**config.mk**
```make
export PLATFORM = sky130hd
export DESIGN_NAME = uart_tx_framer
export DESIGN_NICKNAME = d
export VERILOG_FILES = /design/src/rtl/uart_framer_pkg.sv /design/src/rtl/uart_checksum8.sv /design/src/rtl/uart_tx_framer.sv
export SDC_FILE = /design/constraint.sdc
export NUM_CORES = 1
export LEC_CHECK = 0
export BUFFER_PORTS_ARGS = -buffer_cell sky130_fd_sc_hd__buf_4
export CORE_UTILIZATION = 54
export CTS_CLUSTER_DIAMETER = 120
export DETAILED_ROUTE_END_ITERATION = 10
export GPL_TIMING_DRIVEN = 0
export PLACE_DENSITY = 0.85
export SLEW_MARGIN = 20
export SYNTH_ARGS = -nofsm -noshare
export SYNTH_HDL_FRONTEND = slang
export SYNTH_SLANG_ARGS = --single-unit
```
**constraint.sdc**
```tcl
create_clock -name clk -period 2.07 [get_ports clk]
set_clock_uncertainty 0.2 [all_clocks]
set_input_delay 0.414 -clock clk [delete_from_list [all_inputs] [get_ports clk]]
set_output_delay 0.414 -clock clk [all_outputs]
set_load 0.1 [all_outputs]
```
**src/rtl/uart_framer_pkg.sv**
```systemverilog
// Shared definitions for the UART transmit framer: FSM state encoding,
// default sync byte and checksum width.
package uart_framer_pkg;

  typedef enum logic [2:0] {
    ST_IDLE = 3'd0,
    ST_SYNC = 3'd1,
    ST_LEN  = 3'd2,
    ST_DATA = 3'd3,
    ST_CSUM = 3'd4
  } state_e;

  localparam logic [7:0] SYNC_BYTE_DEFAULT = 8'hA5;
  localparam int         CSUM_W            = 8;

endpackage

```
**src/rtl/uart_checksum8.sv**
```systemverilog
// Running 8-bit sum of the bytes fed in, presented as its two's complement
// so that (summed bytes + checksum) wraps to zero.
module uart_checksum8
  import uart_framer_pkg::*;
(
  input  logic              clk,
  input  logic              i_rst,
  input  logic              i_clear,
  input  logic              i_acc_en,
  input  logic [CSUM_W-1:0] i_byte,
  output logic [CSUM_W-1:0] o_csum
);

  logic [CSUM_W-1:0] acc_q;
  logic [CSUM_W-1:0] acc_d;

  // Clear takes priority over accumulate; sum wraps modulo 2^CSUM_W.
  always_comb begin
    acc_d = acc_q;
    if (i_clear) begin
      acc_d = '0;
    end else if (i_acc_en) begin
      acc_d = acc_q + i_byte;
    end
  end

  // Accumulator register.
  always_ff @(posedge clk) begin
    if (i_rst) begin
      acc_q <= '0;
    end else begin
      acc_q <= acc_d;
    end
  end

  assign o_csum = (~acc_q) + CSUM_W'(1);

endmodule

```
**src/rtl/uart_tx_framer.sv**
```systemverilog
// Transmit frame builder: SYNC, LEN, payload (MSB byte first) and, when
// UART_TX_FRAMER_CHECKSUM_EN is defined, a trailing checksum byte.
// Every write is followed by one mandatory gap cycle so the TX buffer's
// half-full flag can catch up; the state advances during that gap cycle.
module uart_tx_framer
  import uart_framer_pkg::*;
#(
  parameter int         PAYLOAD_BYTES = 4,
  parameter logic [7:0] SYNC_BYTE     = SYNC_BYTE_DEFAULT
) (
  input  logic                       clk,
  input  logic                       i_rst,
  input  logic                       i_valid,
  input  logic [8*PAYLOAD_BYTES-1:0] i_payload,
  output logic                       o_ready,
  input  logic                       i_tx_buffer_full,
  output logic                       o_tx_en,
  output logic [7:0]                 o_tx_data,
  output logic                       o_busy,
  output logic                       o_frame_done
);

  localparam int               PW       = 8 * PAYLOAD_BYTES;
  localparam int               CNT_W    = $clog2(PAYLOAD_BYTES + 1);
  localparam logic [CNT_W-1:0] LAST_CNT = CNT_W'(PAYLOAD_BYTES);
  localparam logic [7:0]       LEN_BYTE = 8'(PAYLOAD_BYTES);

  state_e            state_q, state_d;
  logic [PW-1:0]     shift_q, shift_d;
  logic [CNT_W-1:0]  cnt_q, cnt_d;
  logic              gap_q, gap_d;
  logic              tx_en_q, tx_en_d;
  logic [7:0]        tx_data_q, tx_data_d;
  logic              done_q, done_d;

`ifdef UART_TX_FRAMER_CHECKSUM_EN
  logic              csum_clr;
  logic              csum_en;
  logic [CSUM_W-1:0] csum_byte;
  logic [CSUM_W-1:0] csum_val;

  uart_checksum8 u_csum (
    .clk      (clk),
    .i_rst    (i_rst),
    .i_clear  (csum_clr),
    .i_acc_en (csum_en),
    .i_byte   (csum_byte),
    .o_csum   (csum_val)
  );
`endif

  // Next-state and write decode: a state writes once when the buffer has
  // room, then moves on during the following (gap) cycle.
  always_comb begin
    state_d   = state_q;
    shift_d   = shift_q;
    cnt_d     = cnt_q;
    gap_d     = 1'b0;
    tx_en_d   = 1'b0;
    tx_data_d = tx_data_q;
    done_d    = 1'b0;
`ifdef UART_TX_FRAMER_CHECKSUM_EN
    csum_clr  = 1'b0;
    csum_en   = 1'b0;
    csum_byte = LEN_BYTE;
`endif

    case (state_q)
      ST_IDLE: begin
        if (i_valid) begin
          shift_d  = i_payload;
          cnt_d    = '0;
          state_d  = ST_SYNC;
`ifdef UART_TX_FRAMER_CHECKSUM_EN
          csum_clr = 1'b1;
`endif
        end
      end

      ST_SYNC: begin
        if (gap_q) begin
          state_d = ST_LEN;
        end else if (!i_tx_buffer_full) begin
          tx_en_d   = 1'b1;
          tx_data_d = SYNC_BYTE;
          gap_d     = 1'b1;
        end
      end

      ST_LEN: begin
        if (gap_q) begin
          state_d = ST_DATA;
        end else if (!i_tx_buffer_full) begin
          tx_en_d   = 1'b1;
          tx_data_d = LEN_BYTE;
          gap_d     = 1'b1;
`ifdef UART_TX_FRAMER_CHECKSUM_EN
          csum_en   = 1'b1;
          csum_byte = LEN_BYTE;
`endif
        end
      end

      ST_DATA: begin
        if (gap_q) begin
          if (cnt_q == LAST_CNT) begin
`ifdef UART_TX_FRAMER_CHECKSUM_EN
            state_d = ST_CSUM;
`else
            state_d = ST_IDLE;
            done_d  = 1'b1;
`endif
          end
        end else if (!i_tx_buffer_full) begin
          tx_en_d   = 1'b1;
          tx_data_d = shift_q[PW-1 -: 8];
          gap_d     = 1'b1;
          shift_d   = shift_q << 8;
          cnt_d     = cnt_q + CNT_W'(1);
`ifdef UART_TX_FRAMER_CHECKSUM_EN
          csum_en   = 1'b1;
          csum_byte = shift_q[PW-1 -: 8];
`endif
        end
      end

`ifdef UART_TX_FRAMER_CHECKSUM_EN
      ST_CSUM: begin
        if (gap_q) begin
          state_d = ST_IDLE;
          done_d  = 1'b1;
        end else if (!i_tx_buffer_full) begin
          tx_en_d   = 1'b1;
          tx_data_d = csum_val;
          gap_d     = 1'b1;
        end
      end
`endif

      default: begin
        state_d = ST_IDLE;
      end
    endcase
  end

  // State and output registers.
  always_ff @(posedge clk) begin
    if (i_rst) begin
      state_q   <= ST_IDLE;
      shift_q   <= '0;
      cnt_q     <= '0;
      gap_q     <= 1'b0;
      tx_en_q   <= 1'b0;
      tx_data_q <= 8'h00;
      done_q    <= 1'b0;
    end else begin
      state_q   <= state_d;
      shift_q   <= shift_d;
      cnt_q     <= cnt_d;
      gap_q     <= gap_d;
      tx_en_q   <= tx_en_d;
      tx_data_q <= tx_data_d;
      done_q    <= done_d;
    end
  end

  assign o_ready      = (state_q == ST_IDLE);
  assign o_busy       = (state_q != ST_IDLE);
  assign o_tx_en      = tx_en_q;
  assign o_tx_data    = tx_data_q;
  assign o_frame_done = done_q;

endmodule

```
==> impl_metrics.ini <==
[power]
power.density_nw_per_um2 = 1357
p_leak_nw = 1.091
comb_power_share_pct = 48.8
total_power_mw = 3.916
switching_power_mw = 1.658
p_seq_share_pct = 32.8
clkPwrFrac_pct = 18.4
ir_drop_mv = 0.5909
p_int_mw = 2.258
swShare_pct = 42.35

[route]
via_per_inst = 5.913
drt_iter0_markers = 133
ant_nets = 0
wl_um = 5412
drt-pass1-iter-count = 5
via_count = 2046
routedWlPerCell_um = 15.64
drcViolationCount = 0

[synthesis]
synth_top_cell_by_area = dfxtp_1
async_flop_share_pct = 0
ys_seq_area_share_pct = 41.50
ys_ff_latch = 47
synth-main-ff-cell = dfxtp_1
synthTopCellsByArea = dfxtp_1, mux2i_1, a21oi_1
synthCells = 240
synth_cell_types = 33
yosys.area.top_type_share_pct = 41.50
synth-edff-count = 0
yosysWarnings = 0
avgSynthCellArea_um2 = 9.447
syn_nets = 283
syn_area_um2 = 2267

[cts]
cts_buffer_depth = 2
cts-root-buf = clkbuf_8
cts_made_buffers = 5
clock-sinks = 47
clock_latency_ps = 310
cts_tree = built
path_clk_slew_ps = 90
cts.htree.levels = 2

[final_layout]
layout_commonest_cell = buf_4
fillers = 323
finalNetCount = 338
finalInstanceArea_um2 = 2885
layout_common_cells = buf_4, dfxtp_1, a21oi_1
diodes = 0
drive_above_1_share_pct = 29.39
area_growth_syn_to_layout_pct = 27.26

[setup_path]
endpoint_kind = output pin
path_cells = inv_1 -> ha_4 -> buf_4
critPathArrivalTime_ps = 1370
cp_slowest_cell = dfxtp_1
crit_type = reg2out
cp_slowest_stage_delay_ps = 360
worst-path-max-fanout = 7
required_ps = 1460
cp-start-kind = register

[timing]
whs_ps = 140.0
finalSetupViolCount = 0
fin_crit_sh_pct = 95.79
maxSlewViolCount = 0
setup_ws_ps = 87.14
rsz0062_at_grt = no
slew_headroom_pct = 64.51
finalSetupTns_ps = 0
hold_violations = 0
finalCriticalPeriod_ps = 1983
fmax_mhz = 504.3
worstMarginPinSlew_ps = 532.3

[grt]
grt_overflow = 0
grt_start_max_net_pins = 16
antenna_found_initial = 0
grt_pass1_wl_um = 8597
grt_use_total_pct = 26.00
grt_pass1_vias = 1861

[floorplan]
die_w_um = 66.80
initial_core_util_pct = 56.27
core_um2 = 4029
die_h_um = 66.80
pin_count = 48
dieArea_um2 = 4462
rows = 23

[placement]
gp_congestion = 0.8149
place_area_um2 = 2699
detailedPlace.worstSlack_ps = -50.77
port_buffers = 47
place.detailed.hpwl_um = 3919

[outcome]
status = completed

[min_path]
hp-class = in2reg

[run]
drv_cap = 0
[worst max-delay path, delay by kind of cell, from the launching register on]
kind | cells | cell delay, ps
buffers and inverters | 2 | 460
DFF | 1 | 360
adders and majority gates | 1 | 230
[final cells by class]
class,count,area [um^2],area share [%]
multi-input cells,164,1236,42.84
flip-flops and latches,47,942.2,32.65
repair buffers,48,364.1,12.62
plain buffers,23,132.6,4.597
clock buffers,6,82.58,2.862
well taps,50,62.56,2.168
clock inverters,2,38.79,1.344
inverters,6,26.28,0.9107
[synthesized netlist by cell type, drive strengths merged, types with 2 or more instances]
library cell,instances
nor2b,5
clkbuf,8
dfxtp,47
inv,6
nor3,3
nor2,4
a211oi,24
nand4,14
o21ai,18
buf,15
a21oi,40
ha,7
nand2b,4
o41ai,3
nand2,2
mux2i,27
[layer usage]
| metal | up-vias | share of wire [%] | track usage [%] |
|---|---|---|---|
| met4 | 0 | 1.2 | 9.574 |
| met2 | 76 | 50 | 44.44 |
| met1 | 957 | 42 | 31.35 |
| met5 | - | 0 | 0 |
| li1 | 1006 | - | - |
| met3 | 7 | 6.6 | 5.993 |
[state kept, by name, summed over array words and instances, names as in the netlist]
signal        cells
o_tx_data         8
o_frame_done      1
o_tx_en           1
state_q           2
shift_q          32
cnt_q             3
[power by group through the flow]
stage	sequential, mW	clock [mW]	combinational [mW]
CTS	1.28	0.720	1.81
global placement	1.29	0	1.76
detailed placement	1.30	0	1.80
global route	1.31	0.764	2.06
finish	1.28	0.719	1.91
floorplan	1.47	0	1.25
[cells by family (layout without fill, tap and decap cells)]
kind of cell             Yosys count  after routing  synth area share (%)
buffers and inverters             29             85                 6.622
AND/OR/NAND/NOR                   37             37                 9.713
adder cells (fa/ha/maj)            7              7                 3.863
multiplexers                      28             28                 12.42
AO/OA/AOI/OAI                     92             92                 25.88
flip-flops                        47             47                 41.50
[per-stage QoR]
| step | instances | util (%) |
|---|---|---|
| floorplan | 240 | - |
| global placement | 337 | 66.99 |
| detailed placement | 337 | 66.99 |
| CTS | 345 | 70.06 |
| global route | 346 | 71.61 |
| finish | 346 | 71.61 |
[timing repair]
action,in CTS,in global routing
pin swaps,1,1
buffers inserted,0,1
endpoints found under the setup margin,1,38
resized for setup,1,14
hold buffers,0,0
[worst paths after layout]
path / start / slack, ps / cells after the start / to
setup / recovery: state_q[0] / 90 / 3 / o_ready
hold / removal: i_tx_buffer_full / 140 / 2 / o_tx_en
setup reg to reg: state_q[0] / 90 / 5 / o_tx_data[2]
hold reg to reg: shift_q[2] / 280 / 2 / shift_q[2]
Power figures use the tool's default switching activity.
